**src/rtl/cnt_int_arb.sv**
```systemverilog
// Interrupt arbiter for the counter array: edge-detected pending latch, mask, round-robin grant held until ack.
// Optional ack timeout is enabled with the CNT_INT_ARB_TIMEOUT_EN macro.
module cnt_int_arb #(
    parameter int N_SRC  = 10,
    parameter int VEC_W  = 4,
    parameter int TO_CYC = 1024
) (
    input  logic             clk,
    input  logic             rst,
    input  logic [N_SRC-1:0] int_in,
    input  logic             cs,
    input  logic             rw,
    input  logic [7:0]       addr,
    input  logic [31:0]      wdata,
    output logic [31:0]      rdata,
    output logic             irq,
    output logic [VEC_W-1:0] irq_vec,
    input  logic             irq_ack
);

    localparam logic [7:0] A_PEND  = 8'h00;
    localparam logic [7:0] A_MASK  = 8'h04;
    localparam logic [7:0] A_SWSET = 8'h08;
    localparam logic [7:0] A_STAT  = 8'h0C;

    typedef enum logic {
        IDLE,
        GRANT
    } state_t;

    if (((1 << VEC_W) < N_SRC) || (TO_CYC < 1)) begin : g_param_check
        $error("cnt_int_arb: VEC_W too small for N_SRC or TO_CYC < 1");
    end

    state_t             state_q, state_d;
    logic [N_SRC-1:0]   int_d_q;
    logic [N_SRC-1:0]   pend_q, pend_d;
    logic [N_SRC-1:0]   mask_q, mask_d;
    logic [VEC_W-1:0]   rr_ptr_q, rr_ptr_d;
    logic [VEC_W-1:0]   irq_vec_q, irq_vec_d;

    logic               wr_en, rd_en;
    logic [N_SRC-1:0]   rise, elig, pend_w1c, sw_set, ack_clr;
    logic               stat_to_clr;
    logic               to_set;
    logic               to_flag;
    logic [VEC_W-1:0]   pick;
    logic               unused_wdata;

    assign unused_wdata = ^wdata;

    // Search upward from ptr+1 with wrap; iterating downward leaves the nearest hit in res.
    function automatic logic [VEC_W-1:0] rr_pick(input logic [N_SRC-1:0] req,
                                                 input logic [VEC_W-1:0] ptr);
        logic [(1<<VEC_W)-1:0] req_w;
        logic [VEC_W:0]        idx;
        logic [VEC_W-1:0]      res;
        req_w = (1<<VEC_W)'(req);
        res   = '0;
        for (int k = N_SRC; k >= 1; k--) begin
            idx = {1'b0, ptr} + (VEC_W+1)'(k);
            if (idx >= (VEC_W+1)'(N_SRC)) begin
                idx = idx - (VEC_W+1)'(N_SRC);
            end
            if (req_w[idx[VEC_W-1:0]]) begin
                res = idx[VEC_W-1:0];
            end
        end
        return res;
    endfunction

    assign wr_en       = cs & rw;
    assign rd_en       = cs & ~rw;
    assign rise        = int_in & ~int_d_q;
    assign elig        = pend_q & mask_q;
    assign pick        = rr_pick(elig, rr_ptr_q);
    assign pend_w1c    = (wr_en && addr == A_PEND)  ? wdata[N_SRC-1:0] : '0;
    assign sw_set      = (wr_en && addr == A_SWSET) ? wdata[N_SRC-1:0] : '0;
    assign stat_to_clr = wr_en && (addr == A_STAT) && wdata[30];

`ifdef CNT_INT_ARB_TIMEOUT_EN
    localparam int TO_W = $clog2(TO_CYC + 1);
    logic [TO_W-1:0] to_cnt_q, to_cnt_d;
    logic            to_flag_q, to_flag_d;
    logic            to_expire;

    assign to_expire = (to_cnt_q == TO_W'(TO_CYC - 1));
    assign to_flag   = to_flag_q;
    assign to_flag_d = (to_flag_q & ~stat_to_clr) | to_set;
    assign to_cnt_d  = (state_q == GRANT && state_d == GRANT) ? to_cnt_q + TO_W'(1) : '0;

    always_ff @(posedge clk or posedge rst) begin
        if (rst) begin
            to_cnt_q  <= '0;
            to_flag_q <= 1'b0;
        end else begin
            to_cnt_q  <= to_cnt_d;
            to_flag_q <= to_flag_d;
        end
    end
`else
    logic to_expire;
    assign to_expire = 1'b0;
    assign to_flag   = 1'b0;
`endif

    always_comb begin
        state_d   = state_q;
        irq_vec_d = irq_vec_q;
        rr_ptr_d  = rr_ptr_q;
        ack_clr   = '0;
        to_set    = 1'b0;
        case (state_q)
            IDLE: begin
                if (elig != '0) begin
                    irq_vec_d = pick;
                    state_d   = GRANT;
                end
            end
            GRANT: begin
                // Ack wins over a simultaneous timeout; a timeout leaves PEND set for a later retry.
                if (irq_ack) begin
                    ack_clr  = {{(N_SRC-1){1'b0}}, 1'b1} << irq_vec_q;
                    rr_ptr_d = irq_vec_q;
                    state_d  = IDLE;
                end else if (to_expire) begin
                    to_set   = 1'b1;
                    rr_ptr_d = irq_vec_q;
                    state_d  = IDLE;
                end
            end
            default: state_d = IDLE;
        endcase
    end

    // Any set source beats a software or ack clear in the same cycle.
    assign pend_d = (pend_q & ~(pend_w1c | ack_clr)) | rise | sw_set;
    assign mask_d = (wr_en && addr == A_MASK) ? wdata[N_SRC-1:0] : mask_q;

    always_ff @(posedge clk or posedge rst) begin
        if (rst) begin
            state_q   <= IDLE;
            int_d_q   <= '0;
            pend_q    <= '0;
            mask_q    <= '0;
            rr_ptr_q  <= VEC_W'(N_SRC - 1);
            irq_vec_q <= '0;
        end else begin
            state_q   <= state_d;
            int_d_q   <= int_in;
            pend_q    <= pend_d;
            mask_q    <= mask_d;
            rr_ptr_q  <= rr_ptr_d;
            irq_vec_q <= irq_vec_d;
        end
    end

    assign irq     = (state_q == GRANT);
    assign irq_vec = irq_vec_q;

    always_comb begin
        rdata = '0;
        if (rd_en) begin
            case (addr)
                A_PEND: rdata[N_SRC-1:0] = pend_q;
                A_MASK: rdata[N_SRC-1:0] = mask_q;
                A_STAT: begin
                    rdata[31]          = (state_q == GRANT);
                    rdata[30]          = to_flag;
                    rdata[VEC_W-1:0]   = irq_vec_q;
                end
                default: rdata = '0;
            endcase
        end
    end

endmodule

```
**config.mk**
```make
export PLATFORM = sky130hd
export DESIGN_NAME = cnt_int_arb
export DESIGN_NICKNAME = d
export VERILOG_FILES = /design/src/rtl/cnt_int_arb.sv
export SDC_FILE = /design/constraint.sdc
export NUM_CORES = 1
export LEC_CHECK = 0
export CORE_ASPECT_RATIO = 1.1
export CORE_UTILIZATION = 40
export CTS_BUF_LIST = sky130_fd_sc_hd__clkbuf_4 sky130_fd_sc_hd__clkbuf_8
export CTS_CLUSTER_DIAMETER = 120
export DETAILED_ROUTE_END_ITERATION = 10
export GPL_ROUTABILITY_DRIVEN = 0
export MAX_ROUTING_LAYER = met4
export PLACE_DENSITY = 0.63
export SYNTH_ARGS = -nofsm -noshare
export SYNTH_HDL_FRONTEND = slang
export SYNTH_SLANG_ARGS = --single-unit
export TNS_END_PERCENT = 5
```
**constraint.sdc**
```tcl
create_clock -name clk -period 10.1 [get_ports clk]
set_clock_uncertainty 0.15 [all_clocks]
set_input_delay 2.525 -clock clk [delete_from_list [all_inputs] [get_ports clk]]
set_output_delay 2.525 -clock clk [all_outputs]
set_load 0.005 [all_outputs]
```
# After elaboration in Yosys (flattened, before gate mapping)
# Cells that the tools add are included.
totals:
  output_inout_bits: 37
  input_bits: 55
  register_bits: 39
  elab_cells: 120
classes:
  muxes: 51
  n_reduce_logical: 7
  n_addsub: 20
  eq_ne: 3
  order_cmp: 20
  shifts: 1
  n_bitwise: 12
op_table:
  columns: ["cell", "n"]
  rows:
  - ["$mux 4", 20]
  - ["$ge 5x4->1 const B", 10]
  - ["$lt 4x5->1 const B", 10]
  - ["$bmux 1 s4", 10]
  - ["$mux 10", 4]
  - ["$sub 4x4->4 const B", 10]
  - ["$mux 32", 1]
  - ["$and 10x10->10", 3]
  - ["$or 10x10->10", 3]
  - ["$add 4x3->5 const B", 4]
  - ["$not 10->10", 2]
  - ["$eq 8x4->1 const B", 2]
  - ["$add 4x4->5 const B", 3]
  - ["$mux 1", 12]
  - ["$pmux 4 s3", 1]
  - ["$pmux 6 s2", 1]
  - ["$add 4x2->5 const B", 2]
  - ["$reduce_bool 10->1", 1]
  - ["$shl 1x4->10 const A", 1]
  - ["$eq 8x3->1 const B", 1]
  - ["$logic_not 8->1", 1]
  - ["$add 4x1->5 const B", 1]
  - ["$reduce_and 2->1", 2]
  - ["$logic_and 1x1->1", 3]
  - ["4 further kinds", 6]

# Longest topological paths before layout
depth:
  word_depth: 15
  mapped_depth: 17
  mapped_depth_nobuf: 13

# Least setup slack after synthesis
# OpenSTA, ideal clock, no wires.
synth_path:
  kind: "input port to output port"
  start: "input port addr[5]"
  end: "output port rdata[4]"
  arrival_time_ns: 3.966
  setup_slack_ns: 3.459
  stages: 4
  path_buffers: 0
  t_required_ns: 7.425
  path_cell_list: "or4_1 > nor4_1 > nand2_1 > nor2_1"
synth_between:
  elab_chain_cells: 3
synth_lines:
  columns: ["element", "line", "text"]
  rows:
  - ["start, declared", "13", "input logic [7:0] addr,"]
  - ["$eq 8x3->1 or $logic_not 8->1 (tied branches)", "164", "case (addr)"]
  - ["$pmux 6 s2 *", "164", null]
  - ["$mux 32 *", "163", "if (rd_en) begin"]
  - ["end, declared", "15", "output logic [31:0] rdata,"]
# Every way passes the cells marked *; elsewhere a longest branch is shown, timed or not.

# Worst setup path in the final report
layout_path:
  start: "input port addr[5]"
  end: "output port rdata[8]"
# The elaborated chain is that of the path after synthesis.

==> summary.txt <==
Post-synth EDFFs: 0
cell area after synthesis: 4710 µm²
Req. time, crit path: 7.43 ns
synth top area cells: dfrtp_1 20%, mux2_2 6.0%, ha_1 5.8%, mux2i_1 5.3%, a21oi_1 4.1%
Static Leak: 2.15 nW
CTS Buf Count: 5
post-synth cell types: 80
Pre-antenna DRT Iters: 5
period utilization: 77.9%
routed length per placed instance: 18.4 µm
number of global-route vias before repair: 4,552
crit path DAT: 5.19 ns
Syn Inst Count: 576
residual DRC count: 0
Pwr Density: 406 nW/µm²
cell taking the most area after synthesis: dfrtp_1
Synth Area in Compound Gates: 27.3%
Hold WC Path Type: reg -> reg
port buffer count: 48
Syn. warnings: 0
fin nets: 692
post-cts resize count: 0
Total Routing Usage GR: 23.9%
aggregate routed wire length: 14.1 mm
CTS tree: yes
mux contribution to synthesized area: 13.2%
top_reg_cell synth: dfrtp_1
Fillers: 1,158
Hold WS: 0.387 ns
drt initial violations: 304
Initial Utilization: 41.0%
Synth Area in XOR/XNOR: 3.32%
Post-CTS Setup Repair Bufs: 0
Finished Layout Cells: 765
Die W: 105 µm
status: completed
syn avg cell area: 8.18 µm²
Setup crit end kind: output pin
die height: 116 µm
max frequency: 127 MHz
CP Max Fanout: 6
Detailed Place HPWL: 10.8 mm
Setup TNS: 0 ns
Max Slew Vio Count: 0
antenna cells: 0
DR vias/cell: 6.13
number of core rows: 41
clock-pin transition on the worst setup and hold timing paths: 0.08 ns
post-synthesis simple-gate area fraction: 21.2%
Top Ports: 92
share of the synthesized area in the top cell type: 19.6%
final design utilization: 46.7%
critical path type: in -> out
Worst-Margin Slew: 0.993 ns
maxcap violations: 0
area of the multi-input gates: 3440 µm²
initial antenna violation count: 0
Die Area: 12,200 µm²
Worst Setup Start Kind: input pin
clk buf depth: 2
CTS Sinks: 39
final setup fails: 0
Final Hold Fails: 0
area growth from synthesis to layout: 13.9%
largest net degree at the start of global routing: 43
Reg area: 978 µm²
Post-Synth Adder-Cell Area: 6.27%
total placed cells including tap cells: 757
global-route wire length before repair: 22.7 mm
share of cells above drive strength 1: 10.2%
Overflow after GRT: 0
Max H-tree Level: 2
Relative slew margins: 33.3%
Detail Route Antenna Nets: 0
part of the Yosys area used for sequential elements: 20.8%
CTS Root Buffer Type: clkbuf_8
Worst VDD drop: 160 µV
clock latency on the worst-skew pair: 0.29 ns
Hold-fix buffers, CTS: 0
via count: 4,689
ys async rst share: 100%
main combinational cell family by area after synthesis: compound AO/OA/AOI/OAI gates
total core area: 11,500 µm²
RSZ-0062 raised after global routing: no
flops & latches, synth: 39
crit path time final: 7.87 ns
registers in the layout (all words and copies together) (netlist names):
register  count
int_d_q      10
mask_q       10
pend_q       10
irq_vec       4
rr_ptr_q      4
irq           1
logic make-up after synthesis:
logic type / after synthesis
DFF: 39
and+or+nand+nor: 189
other: 1
adders and majority gates: 23
AOI/OAI and AO/OA: 178
muxes: 54
xor gates and xnor gates: 17
buffers and inverters: 75
area by class of cell:
class	instances	area share [%]
timing repair buffer	53	9.65
sequential	39	18.2
clock inverter	2	0.653
clock buffer	6	1.54
multi-input combinational	482	64.1
tap	150	3.50
inverter	33	2.35
power by group:
part,switching [mW],leakage (nW),internal [mW]
Clock,0.0573,0.0612,0.0800
Sequential,0.0570,0.449,0.185
Combinational,1.07,1.64,0.726
Total,1.19,2.15,0.991
cells in the mapped netlist, drive strengths merged, types with 4 or more instances:
cell,n
inv,33
mux2,25
nor2b,12
nor4,8
ha,22
nor4bb,4
o32ai,4
buf,30
a211o,6
a31oi,7
a221o,10
a21o,7
nor2,39
nand3,18
o221ai,4
o21a,6
a211oi,19
a21oi,41
dfrtp,37
clkbuf,12
a22oi,6
xnor2,15
nand2b,9
o21ai,26
and2,4
o41ai,4
mux2i,25
and3,6
nand2,45
mux4,4
o31ai,5
nand4,11
nor3,10
path summary, 6_finish.rpt:
check	slack, ns	start	end	cells after the start
setup / recovery	2.23	addr[5]	rdata[8]	6
hold / removal	0.39	mask_q[3]	mask_q[3]	1
setup reg to reg	4.99	rr_ptr_q[0]	irq_vec[1]	15
hold reg to reg	0.39	mask_q[3]	mask_q[3]	1
max in group asynchronous	6.93	rst	rr_ptr_q[0]	3
min in group asynchronous	2.49	rst	int_d_q[9]	3
layer usage:
| metal | vias to the layer above | wire [µm] | track usage [%] |
|---|---|---|---|
| met4 | 0 | 512 | 10.5 |
| met5 | - | 0 | - |
| met1 | 2232 | 6130 | 29.2 |
| met3 | 42 | 748 | 2.42 |
| li1 | 2218 | - | - |
| met2 | 197 | 6720 | 40.2 |
per-stage QoR:
stage                     instance area [µm²]  total power [mW]  worst slack [ns]
after floorplan                          4790              1.61              3.46
after global placement                   5250              1.96              2.29
after detailed placement                 5250              2.00              2.26
after CTS                                5370              2.14              2.26
after global routing                     5370              2.35              2.08
final                                    5370              2.18              2.23
worst max-delay path: stages:
cell             delay [ns]
clkdlybuf4s50_1        0.39
or4_1                  0.57
nor4_1                 0.67
nand2_1                0.33
nor2_1                 0.19
clkdlybuf4s50_1        0.52
cells in the final DEF, fill, tap and decap left out, types with 5 or more instances in the layout:
cell,n
a211o_1,6
a211oi_1,17
a21o_1,7
a21oi_1,39
a221o_1,10
a22oi_1,6
a31oi_1,7
and3_1,6
buf_4,5
clkbuf_8,6
clkdlybuf4s50_1,48
conb_1,21
dfrtp_1,37
ha_1,22
inv_1,31
mux2_2,25
mux2i_1,25
nand2_1,45
nand2b_1,9
nand3_1,18
nand4_1,11
nor2_1,39
nor2b_1,12
nor3_1,9
nor4_1,7
o21a_1,6
o21ai_0,21
o21ai_1,5
o31ai_1,5
xnor2_1,15
Power figures use the tool's default switching activity.
